### config.mk
export PLATFORM = sky130hd
export DESIGN_NAME = cam_burst_packer
export DESIGN_NICKNAME = d
export VERILOG_FILES = /design/src/rtl/cam_pkg.sv /design/src/rtl/sync_fifo.sv /design/src/rtl/cam_burst_packer.sv
export SDC_FILE = /design/constraint.sdc
export NUM_CORES = 2
export LEC_CHECK = 0
export BUFFER_PORTS_ARGS = -buffer_cell sky130_fd_sc_hd__buf_2
export CORE_MARGIN = 5
export CORE_UTILIZATION = 63
export DETAILED_ROUTE_END_ITERATION = 12
export PLACE_DENSITY = 0.79
export SYNTH_ARGS = -nofsm -noshare
export SYNTH_HDL_FRONTEND = slang
export SYNTH_SLANG_ARGS = --single-unit
export TNS_END_PERCENT = 50
### constraint.sdc
create_clock -name fclk -period 6.2 [get_ports fclk]
set_input_delay 1.24 -clock fclk [delete_from_list [all_inputs] [get_ports fclk]]
set_output_delay 1.24 -clock fclk [all_outputs]
set_load 0.005 [all_outputs]
### src/rtl/cam_pkg.sv
// rtl/cam_pkg.sv - shared constants and types for the camera burst packer
//
// Purpose: word/pixel geometry, burst length, packer FSM state type and a
// saturating counter helper shared by the packer and its bench.
// Ports: none (package).
package cam_pkg;

  localparam int BURST_BEATS = 16;
  localparam int WORD_W      = 64;
  localparam int PIX_W       = 16;
  localparam int LANES       = WORD_W / PIX_W;

  typedef enum logic [1:0] {
    WAIT_SOF = 2'd0,
    CAPTURE  = 2'd1,
    PAD      = 2'd2
  } packer_state_t;

  function automatic logic [15:0] sat_inc16(input logic [15:0] v);
    return (v == 16'hFFFF) ? v : v + 16'd1;
  endfunction

endpackage

### src/rtl/sync_fifo.sv
// rtl/sync_fifo.sv - single-clock first-word-fall-through FIFO
//
// Purpose: generic FWFT FIFO; the head word is always visible on rd_data
// while the FIFO is non-empty (rd_data reads as zero when empty).
// Ports:
//   clk, rst          clock, asynchronous active-high reset
//   wr_en, wr_data    push request and data; accepted when not full, or
//                     when full but a pop happens in the same cycle
//   rd_en             pop strobe, ignored while empty
//   rd_data           head word
//   level, full, empty  occupancy status
module sync_fifo #(
  parameter int WIDTH = 64,
  parameter int DEPTH = 64
) (
  input  logic                     clk,
  input  logic                     rst,
  input  logic                     wr_en,
  input  logic [WIDTH-1:0]         wr_data,
  input  logic                     rd_en,
  output logic [WIDTH-1:0]         rd_data,
  output logic [$clog2(DEPTH):0]   level,
  output logic                     full,
  output logic                     empty
);

  localparam int AW = $clog2(DEPTH);

  logic [WIDTH-1:0] mem_q [DEPTH];
  logic [AW-1:0]    wr_ptr_q, wr_ptr_d, rd_ptr_q, rd_ptr_d;
  logic [AW:0]      level_q, level_d;
  logic             push, pop;

  assign full    = (level_q == (AW+1)'(DEPTH));
  assign empty   = (level_q == '0);
  assign pop     = rd_en && !empty;
  assign push    = wr_en && (!full || pop);
  assign level   = level_q;
  assign rd_data = empty ? '0 : mem_q[rd_ptr_q];

  always_comb begin
    wr_ptr_d = wr_ptr_q + AW'(push);
    rd_ptr_d = rd_ptr_q + AW'(pop);
    level_d  = level_q + (AW+1)'(push) - (AW+1)'(pop);
  end

  always_ff @(posedge clk or posedge rst) begin
    if (rst) begin
      wr_ptr_q <= '0;
      rd_ptr_q <= '0;
      level_q  <= '0;
    end else begin
      wr_ptr_q <= wr_ptr_d;
      rd_ptr_q <= rd_ptr_d;
      level_q  <= level_d;
    end
  end

  // Storage needs no reset: nothing is visible until level says so.
  always_ff @(posedge clk) begin
    if (push) mem_q[wr_ptr_q] <= wr_data;
  end

endmodule

### src/rtl/cam_burst_packer.sv
// rtl/cam_burst_packer.sv - packs 16-bit pixels into burst-aligned 64-bit words
//
// Purpose: gathers four pixels per word, zero-pads each frame to a whole
// 16-word burst and buffers the words for the DRAM writer.
// Ports:
//   fclk, rst                 clock, asynchronous active-high reset
//   enable                    capture enable, sampled at start of frame
//   pix_data/valid/sof/eof    camera pixel stream (cannot stall)
//   dout, dout_valid, dout_ready  FWFT word stream to the writer
//   burst_valid               at least one full burst buffered
//   frame_done                pulse when a frame's last word is stored
//   overflow, drop_count      drop status, cleared by clear_status
module cam_burst_packer
  import cam_pkg::*;
#(
  parameter int DEPTH = 64
) (
  input  logic              fclk,
  input  logic              rst,
  input  logic              enable,
  input  logic [PIX_W-1:0]  pix_data,
  input  logic              pix_valid,
  input  logic              pix_sof,
  input  logic              pix_eof,
  output logic [WORD_W-1:0] dout,
  output logic              dout_valid,
  input  logic              dout_ready,
  output logic              burst_valid,
  output logic              frame_done,
  output logic              overflow,
  output logic [15:0]       drop_count,
  input  logic              clear_status
);

  localparam int LW = $clog2(DEPTH) + 1;

  packer_state_t            state_q, state_d;
  logic [1:0]               lane_cnt_q, lane_cnt_d;
  logic [3:0]               beat_cnt_q, beat_cnt_d;
  logic [PIX_W*(LANES-1)-1:0] lanes_q, lanes_d;
  logic                     frame_done_q, frame_done_d;
  logic                     overflow_q, overflow_d;
  logic [15:0]              drop_count_q, drop_count_d;
  logic                     burst_valid_q, burst_valid_d;

  logic [1:0]        lane_sel;
  logic              capture_pix, cap_push, pad_active, push_en, push_ok, pop;
  logic              cap_drop, pad_drop;
  logic [3:0]        beat_next;
  logic [WORD_W-1:0] cap_word, push_data;
  logic [LW-1:0]     fifo_level;
  logic              fifo_full, fifo_empty;

  // Word being formed: lanes below the current one come from the holding
  // register, the current lane is the live pixel, lanes above are zero
  // (which is exactly the eof padding of a partial word).
  always_comb begin
    lane_sel    = (state_q == WAIT_SOF) ? 2'd0 : lane_cnt_q;
    capture_pix = pix_valid && (state_q == CAPTURE ||
                                (state_q == WAIT_SOF && pix_sof && enable));
    cap_word = '0;
    for (int i = 0; i < LANES-1; i++) begin
      cap_word[i*PIX_W +: PIX_W] = (2'(i) < lane_sel) ? lanes_q[i*PIX_W +: PIX_W] :
                                   (2'(i) == lane_sel) ? pix_data : '0;
    end
    cap_word[WORD_W-1 -: PIX_W] = (lane_sel == 2'd3) ? pix_data : '0;

    cap_push   = capture_pix && (lane_sel == 2'd3 || pix_eof);
    pad_active = (state_q == PAD);
    push_en    = cap_push || pad_active;
    push_data  = pad_active ? '0 : cap_word;
    pop        = dout_ready && !fifo_empty;
    push_ok    = push_en && (!fifo_full || pop);
    cap_drop   = cap_push && !push_ok;
    // Pixels arriving during padding are lost in groups of four.
    pad_drop   = pad_active && pix_valid && (lane_cnt_q == 2'd3);
    // Only accepted words advance the beat, keeping bursts aligned.
    beat_next  = beat_cnt_q + {3'b0, push_ok};
  end

  always_comb begin
    state_d      = state_q;
    lane_cnt_d   = lane_cnt_q;
    lanes_d      = lanes_q;
    beat_cnt_d   = beat_next;
    frame_done_d = 1'b0;
    if (capture_pix) begin
      lanes_d = cap_word[PIX_W*(LANES-1)-1:0];
      if (pix_eof) begin
        lane_cnt_d = 2'd0;
        if (beat_next == 4'd0) begin
          state_d      = WAIT_SOF;
          frame_done_d = 1'b1;
        end else begin
          state_d = PAD;
        end
      end else begin
        lane_cnt_d = lane_sel + 2'd1;
        state_d    = CAPTURE;
      end
    end else if (pad_active) begin
      if (pix_valid) lane_cnt_d = lane_cnt_q + 2'd1;
      if (push_ok && beat_next == 4'd0) begin
        state_d      = WAIT_SOF;
        frame_done_d = 1'b1;
        lane_cnt_d   = 2'd0;
      end
    end

    // A drop in the same cycle as a clear survives the clear.
    overflow_d = (overflow_q && !clear_status) || cap_drop;
    if (clear_status)                 drop_count_d = {15'b0, cap_drop || pad_drop};
    else if (cap_drop || pad_drop)    drop_count_d = sat_inc16(drop_count_q);
    else                              drop_count_d = drop_count_q;

    burst_valid_d = (fifo_level >= LW'(BURST_BEATS));
  end

  always_ff @(posedge fclk or posedge rst) begin
    if (rst) begin
      state_q       <= WAIT_SOF;
      lane_cnt_q    <= '0;
      beat_cnt_q    <= '0;
      lanes_q       <= '0;
      frame_done_q  <= 1'b0;
      overflow_q    <= 1'b0;
      drop_count_q  <= '0;
      burst_valid_q <= 1'b0;
    end else begin
      state_q       <= state_d;
      lane_cnt_q    <= lane_cnt_d;
      beat_cnt_q    <= beat_cnt_d;
      lanes_q       <= lanes_d;
      frame_done_q  <= frame_done_d;
      overflow_q    <= overflow_d;
      drop_count_q  <= drop_count_d;
      burst_valid_q <= burst_valid_d;
    end
  end

  sync_fifo #(
    .WIDTH (WORD_W),
    .DEPTH (DEPTH)
  ) u_fifo (
    .clk     (fclk),
    .rst     (rst),
    .wr_en   (push_en),
    .wr_data (push_data),
    .rd_en   (dout_ready),
    .rd_data (dout),
    .level   (fifo_level),
    .full    (fifo_full),
    .empty   (fifo_empty)
  );

  assign dout_valid  = !fifo_empty;
  assign burst_valid = burst_valid_q;
  assign frame_done  = frame_done_q;
  assign overflow    = overflow_q;
  assign drop_count  = drop_count_q;

endmodule

==> key figures <==
Synth
  – Post-synth net total: 7345
  – Cell accounting for the most synthesized area: edfxtp_1
  – Post-synth EDFFs: 4096
  – Sequential cell area fraction in the yosys report: 0.779
  – Most used DFF post-synth: edfxtp_1
  – Syn Inst Count: 7298
  – Share of the synthesized area in the top cell type: 0.765
  – Yosys warnings: 0
  – Avg Cell Area, Syn: 22.0 um2
  – Post-synth ARST share: 0.0224
  – Yosys reg bits: 4190
  – Synth unique cells: 62
  – Synth top area cells: edfxtp_1, mux4_2, mux2i_1
  – Synth Cell Area: 161000 um2

STA
  – FMAX: 159 MHz
  – Final setup viols: 1
  – Period utilisation layout: 1.02
  – PnR worst setup slack: -0.101 ns
  – Max-slew violations: 0
  – Final Hold Fails: 0
  – Worst-margin pin slew: 1.47 ns
  – RSZ-0062 raised after global routing: false
  – Clock Skews: 0.0645 ns
  – Slew HR: 0.0214
  – Tmin final: 6.30 ns

Drt
  – Drt drc: 0
  – Routed WL: 471 mm
  – DR pass1 iterations: 6
  – Met2 wire length: 217 mm
  – Antenna Violating Nets Remaining: 0
  – Wire length on met1: 150 mm
  – Met3 Routed Length: 73.2 mm
  – Highest routed layer: met5
  – DR WL/cell: 41.2 um
  – Vias: 87.0k
  – 1st-iter DRT viols: 17.2k
  – Vias per cell: 7.61

Run
  – Max Cap Violations: 0

Floorplan
  – Starting Density: 0.633
  – Die Span Y: 515 um
  – Die area: 265000 um2
  – Core area: 254000 um2
  – Die width: 515 um
  – Core Rows: 185
  – Boundary pin count: 108

Power and ir drop
  – NetSw: 28.4 mW
  – Switching Share: 0.327
  – Pwr per Cell Area: 480 nW/um2
  – Peak supply drop: 0.000463 V
  – Logic pwr share: 0.313
  – Int Power: 58.5 mW
  – Pwr Total: 86.9 mW
  – Leak pwr: 59.3 nW
  – Sequential Power Share: 0.409
  – Clock power share: 0.278

Critical path
  – Critical Path RT: 4.96 ns
  – CP Class: register to output port
  – Arr. time, crit path: 5.06 ns
  – FF-to-FF setup slack: 1.07 ns
  – Worst-path maximum fanout: 14
  – Worst setup SP type: register
  – Reg2reg path depth: 10
  – Reg-to-Reg Start: state_q[0]
  – Worst r2r dst: u_fifo.mem_q[21][43]
  – Critical path endpoint category: output port

Clock network
  – Worst-Skew Late Latency: 1.01 ns
  – TritonCTS buffer count: 408
  – Clk slew on worst S/H paths: 0.06 ns
  – Clk sinks: 4190
  – CTS root buffer: clkbuf_16
  – H-tree depth: 5
  – CTS tree: done
  – Clock Path Buffers: 4
  – Hold_buf cts: 0

Place
  – Post-DP HPWL: 237 mm
  – IO buf count: 107
  – Placer congestion estimate: 0.846
  – Placed insts: 10.7k
  – DP Area: 168000 um2

Global routing
  – Antenna violations before repair: 35
  – Total gr overflow: 0
  – Vias in the first global route: 87.0k
  – Largest net degree at the start of global routing: 130
  – First-pass GRT wire length: 658 mm
  – Gr usage total: 0.356

Run status
  – Outcome: finished, violations left
  – Failing checks: setup timing

Finish
  – Share of layout cells above drive strength 1: 0.263
  – Post-route cell area: 181000 um2
  – # nets final: 7763
  – Post-route insts no fill: 11.4k
  – Util after Layout: 0.712
  – P&R area growth vs syn: 12.5%

Min path
  – Hold WC Path Type: input pin to asynchronous set/reset pin
flip-flops by register name (all words and copies together) (netlist names):
register	cells
u_fifo.level	7
overflow	1
u_fifo.rd_ptr_q	6
lanes_q	48
u_fifo.mem_q	4096
beat_cnt_q	4
drop_count	16
state_q	2
frame_done	1
lane_cnt_q	2
u_fifo.wr_ptr_q	6
burst_valid	1
cell type report:
cell class | instances | area (um2)
Sequential cell | 4190 | 125000
Fill cell | 13700 | 73200
Multi-Input combinational cell | 2668 | 34400
Clock buffer | 500 | 10700
Tap cell | 3366 | 4210
Timing Repair Buffer | 430 | 4140
Clock inverter | 231 | 2020
Antenna cell | 30 | 75.1
Inverter | 18 | 70.1
cell usage after synthesis, types with 57 or more instances:
| cell | number |
|---|---|
| o22ai_1 | 157 |
| edfxtp_1 | 4096 |
| nor2_1 | 208 |
| o221ai_1 | 57 |
| dfrtp_1 | 94 |
| nand2_1 | 135 |
| a21oi_1 | 145 |
| buf_2 | 174 |
| mux2i_1 | 449 |
| mux4_2 | 927 |
| clkbuf_1 | 155 |
| o21ai_0 | 86 |
logic make-up (layout without fill, tap and decap cells):
kind of cell             count (synthesis)  in the layout  share of synthesized area
flip-flops                            4190           4190                      0.779
multiplexers                          1413           1413                      0.160
AO/OA/AOI/OAI                          716            716                     0.0305
AND/OR/NAND/NOR                        501            501                     0.0139
buffers and inverters                  440           1179                     0.0132
adder cells (fa/ha/maj)                 23             23                    0.00184
XOR/XNOR                                15             15                   0.000817
other                                    0             30                          0
layout by cell type (no fill, tap or decap), types with 86 or more instances in the layout:
cell type  Yosys  layout
mux2i_1      449     449
dfrtp_1       94      89
nor2_1       208     108
a21oi_1      145     129
buf_2        174     107
o22ai_1      157     157
clkbuf_16      0     416
buf_4         46     228
o21ai_0       86      86
clkinv_1       1      91
edfxtp_1    4096    4096
nand2_1      135     134
buf_12         0      94
mux4_2       927     927
nor2_4         0      96
clkinv_2       0      88
routing by layer:
| layer | track usage | up-vias |
|---|---|---|
| met5 | 0 | - |
| met4 | 0.191 | 6 |
| met3 | 0.118 | 1859 |
| met2 | 0.535 | 9013 |
| met1 | 0.471 | 44400 |
| li1 | - | 31800 |
power by group through the flow:
stage | clock [mW] | combinational, mW | sequential (mW)
5_1_grt | 25.5 | 28.1 | 35.6
3_5_place_dp | 0 | 25.8 | 36.1
2_1_floorplan | 0 | 16.3 | 35.8
6_report | 24.2 | 27.2 | 35.5
3_3_place_gp | 0 | 25.2 | 36.0
4_1_cts | 24.2 | 26.5 | 35.5
stage by stage:
step	TNS, ns	setup slack [ns]	hold WS, ns
2_1_floorplan	0	0.784	0.450
3_3_place_gp	0	1.07	0.462
3_5_place_dp	0	0.945	0.472
4_1_cts	0	0.104	0.433
5_1_grt	0	0.00549	0.454
6_report	-0.101	-0.101	0.440
critical path, cell delays in order, from the launching register on:
cell and delay (ns):
dfrtp_1 1.12, nand2_1 1.17, buf_4 0.58, a211o_1 0.31, o22ai_1 0.60, buf_2 0.24
how the worst max path moves through the flow:
stage	from	end	slack (ns)	cells past startpoint
final	u_fifo.rd_ptr_q[5]	dout[18]	-0.10	5
after global routing	u_fifo.rd_ptr_q[2]	dout[3]	0.005	6
after CTS	u_fifo.rd_ptr_q[0]	dout[10]	0.10	8
after detailed placement	u_fifo.rd_ptr_q[0]	dout[10]	0.94	8
after global placement	u_fifo.rd_ptr_q[0]	dout[10]	1.07	8
after floorplan	state_q[0]	u_fifo.mem_q[59][0]	0.78	9
timing repair:
item | in CTS | in global routing
setup buffers | 1 | 1
gates resized for setup | 0 | 1
endpoints found under the hold margin | 0 | 0
endpoints found under the setup margin | 3 | 1
Note: power is estimated with default switching activity, not from simulation.
